$ cat src/rtl/note_playback_if.sv
// Melody playback bus: play enable and note array in, presented note and status out.
interface note_playback_if;
  logic                toggle_in;
  logic [159:0][5:0]   notes_in;
  logic [5:0]          note_out;
  logic                note_start;
  logic [7:0]          index_out;
  logic                playing;
  logic                done;

  modport master (
    output toggle_in, notes_in,
    input  note_out, note_start, index_out, playing, done
  );

  modport slave (
    input  toggle_in, notes_in,
    output note_out, note_start, index_out, playing, done
  );
endinterface

$ cat src/rtl/note_playback.sv
// Steps a 160-slot note array one slot per EIGHTH_CYCLES clocks; all outputs registered,
// one-edge start/stop latency; no backpressure, toggle_in low rewinds immediately.
module note_playback #(
  parameter int EIGHTH_CYCLES = 37125000,
  parameter int NUM_NOTES     = 160
) (
  input logic       clk_in,
  input logic       rst_in,
  note_playback_if.slave pb
);
  localparam int CW = $clog2(EIGHTH_CYCLES);
  localparam logic [CW-1:0] CNT_LAST = CW'(EIGHTH_CYCLES - 1);
  localparam logic [7:0]    IDX_LAST = 8'(NUM_NOTES - 1);

  typedef enum logic [1:0] {IDLE, PLAY, DONE} state_t;

  state_t        state_q;
  logic [CW-1:0] cnt_q;
  logic [7:0]    idx_q;
  logic [5:0]    note_q;
  logic          start_q;
  logic          playing_q;
  logic          done_q;
  logic [5:0]    nxt_note;

  // Array is read live so edits to future slots take effect when reached.
  assign nxt_note = pb.notes_in[idx_q + 8'd1];

  always_ff @(posedge clk_in) begin
    if (rst_in) begin
      state_q   <= IDLE;
      cnt_q     <= '0;
      idx_q     <= '0;
      note_q    <= '0;
      start_q   <= 1'b0;
      playing_q <= 1'b0;
      done_q    <= 1'b0;
    end else begin
      start_q <= 1'b0;
      case (state_q)
        IDLE: begin
          cnt_q     <= '0;
          idx_q     <= '0;
          done_q    <= 1'b0;
          if (pb.toggle_in) begin
            state_q   <= PLAY;
            note_q    <= pb.notes_in[0];
            start_q   <= (pb.notes_in[0] != 6'd0);
            playing_q <= 1'b1;
          end else begin
            note_q    <= '0;
            playing_q <= 1'b0;
          end
        end
        PLAY: begin
          if (!pb.toggle_in) begin
            state_q   <= IDLE;
            cnt_q     <= '0;
            idx_q     <= '0;
            note_q    <= '0;
            playing_q <= 1'b0;
            done_q    <= 1'b0;
          end else if (cnt_q == CNT_LAST) begin
            cnt_q <= '0;
            if (idx_q < IDX_LAST) begin
              idx_q   <= idx_q + 8'd1;
              note_q  <= nxt_note;
              // Equal consecutive codes tie into one held note.
              start_q <= (nxt_note != 6'd0) && (nxt_note != note_q);
            end else begin
              state_q   <= DONE;
              note_q    <= '0;
              playing_q <= 1'b0;
              done_q    <= 1'b1;
            end
          end else begin
            cnt_q <= cnt_q + 1'b1;
          end
        end
        DONE: begin
          if (!pb.toggle_in) begin
            state_q <= IDLE;
            cnt_q   <= '0;
            idx_q   <= '0;
            note_q  <= '0;
            done_q  <= 1'b0;
          end
        end
        default: begin
          state_q   <= IDLE;
          cnt_q     <= '0;
          idx_q     <= '0;
          note_q    <= '0;
          playing_q <= 1'b0;
          done_q    <= 1'b0;
        end
      endcase
    end
  end

  assign pb.note_out   = note_q;
  assign pb.note_start = start_q;
  assign pb.index_out  = idx_q;
  assign pb.playing    = playing_q;
  assign pb.done       = done_q;
endmodule

$ cat src/flat_wrapper.sv
// flat-port wrapper written by rule: the top's interface ports become plain ports
module note_playback_flat 
#(
  parameter int EIGHTH_CYCLES = 37125000,
  parameter int NUM_NOTES     = 160
)
  (clk_in, rst_in, pb_toggle_in, pb_notes_in, pb_note_out, pb_note_start, pb_index_out, pb_playing, pb_done);
  note_playback_if pb_i ();
  input logic clk_in;
  input logic rst_in;
  input wire logic [$bits(pb_i.toggle_in)-1:0] pb_toggle_in;
  input wire logic [$bits(pb_i.notes_in)-1:0] pb_notes_in;
  output wire logic [$bits(pb_i.note_out)-1:0] pb_note_out;
  output wire logic [$bits(pb_i.note_start)-1:0] pb_note_start;
  output wire logic [$bits(pb_i.index_out)-1:0] pb_index_out;
  output wire logic [$bits(pb_i.playing)-1:0] pb_playing;
  output wire logic [$bits(pb_i.done)-1:0] pb_done;
  assign pb_i.toggle_in = pb_toggle_in;
  assign pb_i.notes_in = pb_notes_in;
  assign pb_note_out = pb_i.note_out;
  assign pb_note_start = pb_i.note_start;
  assign pb_index_out = pb_i.index_out;
  assign pb_playing = pb_i.playing;
  assign pb_done = pb_i.done;
  note_playback #(.EIGHTH_CYCLES(EIGHTH_CYCLES), .NUM_NOTES(NUM_NOTES)) u_core (.clk_in(clk_in), .rst_in(rst_in), .pb(pb_i));
endmodule
$ cat config.mk
export PLATFORM = sky130hd
export DESIGN_NAME = note_playback_flat
export DESIGN_NICKNAME = d
export VERILOG_FILES = /design/src/rtl/note_playback_if.sv /design/src/rtl/note_playback.sv /design/src/flat_wrapper.sv
export SDC_FILE = /design/constraint.sdc
export NUM_CORES = 1
export LEC_CHECK = 0
export CELL_PAD_IN_SITES_DETAIL_PLACEMENT = 1
export CELL_PAD_IN_SITES_GLOBAL_PLACEMENT = 1
export CORE_AREA = 10 10 377 379
export CTS_CLUSTER_DIAMETER = 120
export CTS_CLUSTER_SIZE = 30
export DETAILED_ROUTE_END_ITERATION = 8
export DIE_AREA = 0 0 387 389
export PLACE_DENSITY = 0.37
export SYNTH_ARGS = -nofsm -noshare
export SYNTH_HDL_FRONTEND = slang
export SYNTH_SLANG_ARGS = --single-unit
$ cat constraint.sdc
create_clock -name clk_in -period 5.4 [get_ports clk_in]
set_clock_uncertainty 0.2 [all_clocks]
set_input_delay 1.08 -clock clk_in [delete_from_list [all_inputs] [get_ports clk_in]]
set_output_delay 1.08 -clock clk_in [all_outputs]
set_load 0.03 [all_outputs]
==> results of run 1 <==
[layer usage]
metal,wire length [um],vias to the layer above,track usage (%)
met5,103,-,0
met4,626,18,0.819
met3,7450,52,3.81
met2,61500,590,27.9
met1,49400,7116,18.2
li1,-,5959,-
[cell usage after synthesis (all sizes together), types with 9 or more instances]
cell	n	area share, %
and3	17	1.0
nor4	9	0.53
nand3	48	2.3
nor2b	9	0.53
xor2	18	1.6
dfxtp	45	8.5
a21oi	31	1.5
nand4	23	1.4
nand2	128	4.5
nor3b	10	0.71
a31oi	9	0.53
a22oi	17	1.2
nor2	57	2.0
nor3	22	1.0
buf	84	5.3
o21ai	26	1.3
mux4	249	53
mux2i	26	2.5
clkbuf	23	0.81
xnor2	12	1.3
[registers in the layout, summed over array words and instances (netlist names)]
register,cells
u_core.pb.playing,1
u_core.cnt_q,26
u_core.pb.done,1
u_core.state_q,2
u_core.pb.index_out,8
u_core.pb.note_start,1
u_core.pb.note_out,6
[power by group through the flow]
stage | logic, mW | registers [mW] | clock network [mW]
CTS | 1.07 | 0.341 | 0.400
global route | 1.11 | 0.341 | 0.413
detailed placement | 1.07 | 0.349 | 0
finish | 1.05 | 0.341 | 0.392
floorplan | 0.195 | 0.355 | 0
global placement | 1.06 | 0.349 | 0
[timing repair]
action / in CTS / in global routing
pin swaps: 1 / 1
endpoints found under the setup margin: 1 / 1
setup buffers: 6 / 3
hold buffers: 0 / 0
[worst register-to-register path, stage by stage, from the launching register on]
cell and delay (ns):
dfxtp_1 0.54, and3_1 0.46, xnor2_2 0.71, buf_4 0.46
nor2_4 0.09, buf_12 0.17, buf_4 0.18, buf_4 0.18
a32o_1 0.28, o311ai_1 0.35, o31a_1 0.36, or3b_1 0.16
o2111ai_1 0.16, nor4_1 0.45, o31ai_1 0.14
[cell families (layout without fill, tap and decap cells)]
kind of cell             count (synthesis)  after routing  synth area share, %
adder cells (fa/ha/maj)                  2              2                0.236
multiplexers                           278            278                 55.7
AND/OR/NAND/NOR                        361            361                 16.6
other                                    0              6                    0
XOR/XNOR                                30             30                 2.87
buffers and inverters                  113           1045                 6.33
flip-flops                              45             45                 8.50
AO/OA/AOI/OAI                          149            149                 9.85
[final cells by class]
cell class | instances | area, um^2
Timing Repair Buffer | 1031 | 10400
Fill cell | 15542 | 112000
Clock buffer | 6 | 150
Tap cell | 1781 | 2230
Sequential cell | 45 | 905
Inverter | 6 | 22.5
Clock inverter | 2 | 35.0
Antenna cell | 6 | 15.0
Multi-Input combinational cell | 820 | 9130
[worst max-delay path by stage]
stage / to / depth (start not counted)
2_1_floorplan: u_core.pb.note_start$_SDFF_PP0_ / 13
3_3_place_gp: u_core.pb.note_start$_SDFF_PP0_ / 12
3_5_place_dp: u_core.pb.note_start$_SDFF_PP0_ / 12
4_1_cts: u_core.pb.note_start$_SDFF_PP0_ / 11
5_1_grt: u_core.pb.note_start$_SDFF_PP0_ / 11
6_report: u_core.pb.note_start$_SDFF_PP0_ / 14
==> flow_summary.ini, run 1 <==
[route]
ant_nets = 0
post-route-drc-count = 0
routed_via_density = 3.72
via_count = 13735
dr.first_iter.drc_count = 559
wl_per_cell_um = 32.2
drtPass1Iterations = 4
drt_wl_total_um = 119000

[power]
swShare_pct = 24.7
leakage_nw = 6.97
max-vdd-ir-drop_mv = 0.118
p_int_mw = 1.35
p_clk_share_pct = 21.9
power_density_nw_per_um2 = 78.3
p_sw_mw = 0.442
combPwrFrac_pct = 59.0
total_power_mw = 1.79
p_seq_share_pct = 19.1

[cts]
cts_root_buf = clkbuf_16
clock-sinks = 45
cts_made_buffers = 5
clockBufferDepth = 2
h-tree-depth = 2
path_clk_slew_ns = 0.07
cts_tree = yes
post_cts_resize_count = 0
worstSkewPairLatency_ns = 0.30

[layout]
final_common_cell = clkdlybuf4s50_1
layout.nets = 2874
fin_area_um2 = 22800
final_cells = 3697
utilization_pct = 17.0
final_cell_mix = clkdlybuf4s50_1, mux4_2, nand2_1, nor2_1, nand3_1
drive_gt1_share_pct = 17.3
area_delta_synth_final_pct = 115

[sta]
whs_ns = 0.304
tns_ns = 0
slew_viol_final = 0
max_freq_mhz = 200
rsz0062_at_grt = no
min_period_over_period_pct = 92.7
slew_headroom_pct = 24.1
worst_pin_slew_ns = 1.13
finalSetupViolations = 0
fin_crit_ns = 5.01
finalHoldViolCount = 0
setup_slack_ns = 0.392

[yosys]
ys_seq_elements = 45
yosysSeqAreaShare_pct = 8.50
syn_area_per_cell_um2 = 10.8
ys.flop_type = dfxtp_1
syn_nets = 1943
yosys_warnings = 0
syn_inst = 978
synth-edff-count = 0
netlist_area_um2 = 10600
async_reset_ff_share_pct = 0
synth.distinct_cells = 71

[min_path]
hold_start = u_core.pb.note_out[4]$_SDFFE_PP0P_
hold_path_end = u_core.pb.note_out[4]$_SDFFE_PP0P_
hold_path.class = reg2reg
hold_depth = 2

[outcome]
status = finished, final reports clean

[die]
core_um2 = 135000
initial_utilization_pct = 7.88
fp.dieArea_um2 = 151000
dieHeight_um = 389
io_pins = 980
die_w_um = 387
row_count = 135

[flow_run]
cap_violations = 0

[setup_path]
cp.required_ns = 5.37
cp_common_cell = buf_4
crit_chain = and3_1 > xnor2_2 > buf_4 > nor2_4 > buf_12 > buf_4 > buf_4 > a32o_1 > o311ai_1 > o31a_1 > or3b_1 > o2111ai_1 > nor4_1 > o31ai_1
path_class = reg2reg
critPathBufInv = 4
r2r_end = u_core.pb.note_start$_SDFF_PP0_
ff2ff_setup_slack_ns = 0.39
max_stage_delay_ns = 0.70
cp_max_fo = 15
cpMaxStageDelayCell = xnor2_2
timing.critical_path.to_type = flip-flop
worst_setup_path_start_kind = flip-flop
crit_arrival_ns = 4.97
startpoint = u_core.pb.index_out[2]$_SDFFE_PP0P_
reg2reg_depth = 14
path_delay_family = compound AO/OA/AOI/OAI gates
r2r_start = u_core.pb.index_out[2]$_SDFFE_PP0P_

[global_routing]
grt.total_usage_pct = 15.1
grt_pass1_wl_um = 156000
grt_pass1_vias = 15889
grt-ovfl-total = 0
grt_start_max_net_pins = 101
grt_antenna_before_repair = 35

[placement]
dpl.cell_count = 3674
dp_slack_ns = -0.239
globalplace.congestion = 0.868
post_dp_cell_area_um2 = 22500
dp_hpwl_um = 105000
io_buffers = 979
No activity file was read; power rests on OpenSTA's default activity.
==> run 2: changes to the inputs <==
- SLEW_MARGIN: not set -> 0
==> results of run 2 <==
Final layout, timing and power as in run 1 (identical DEF).
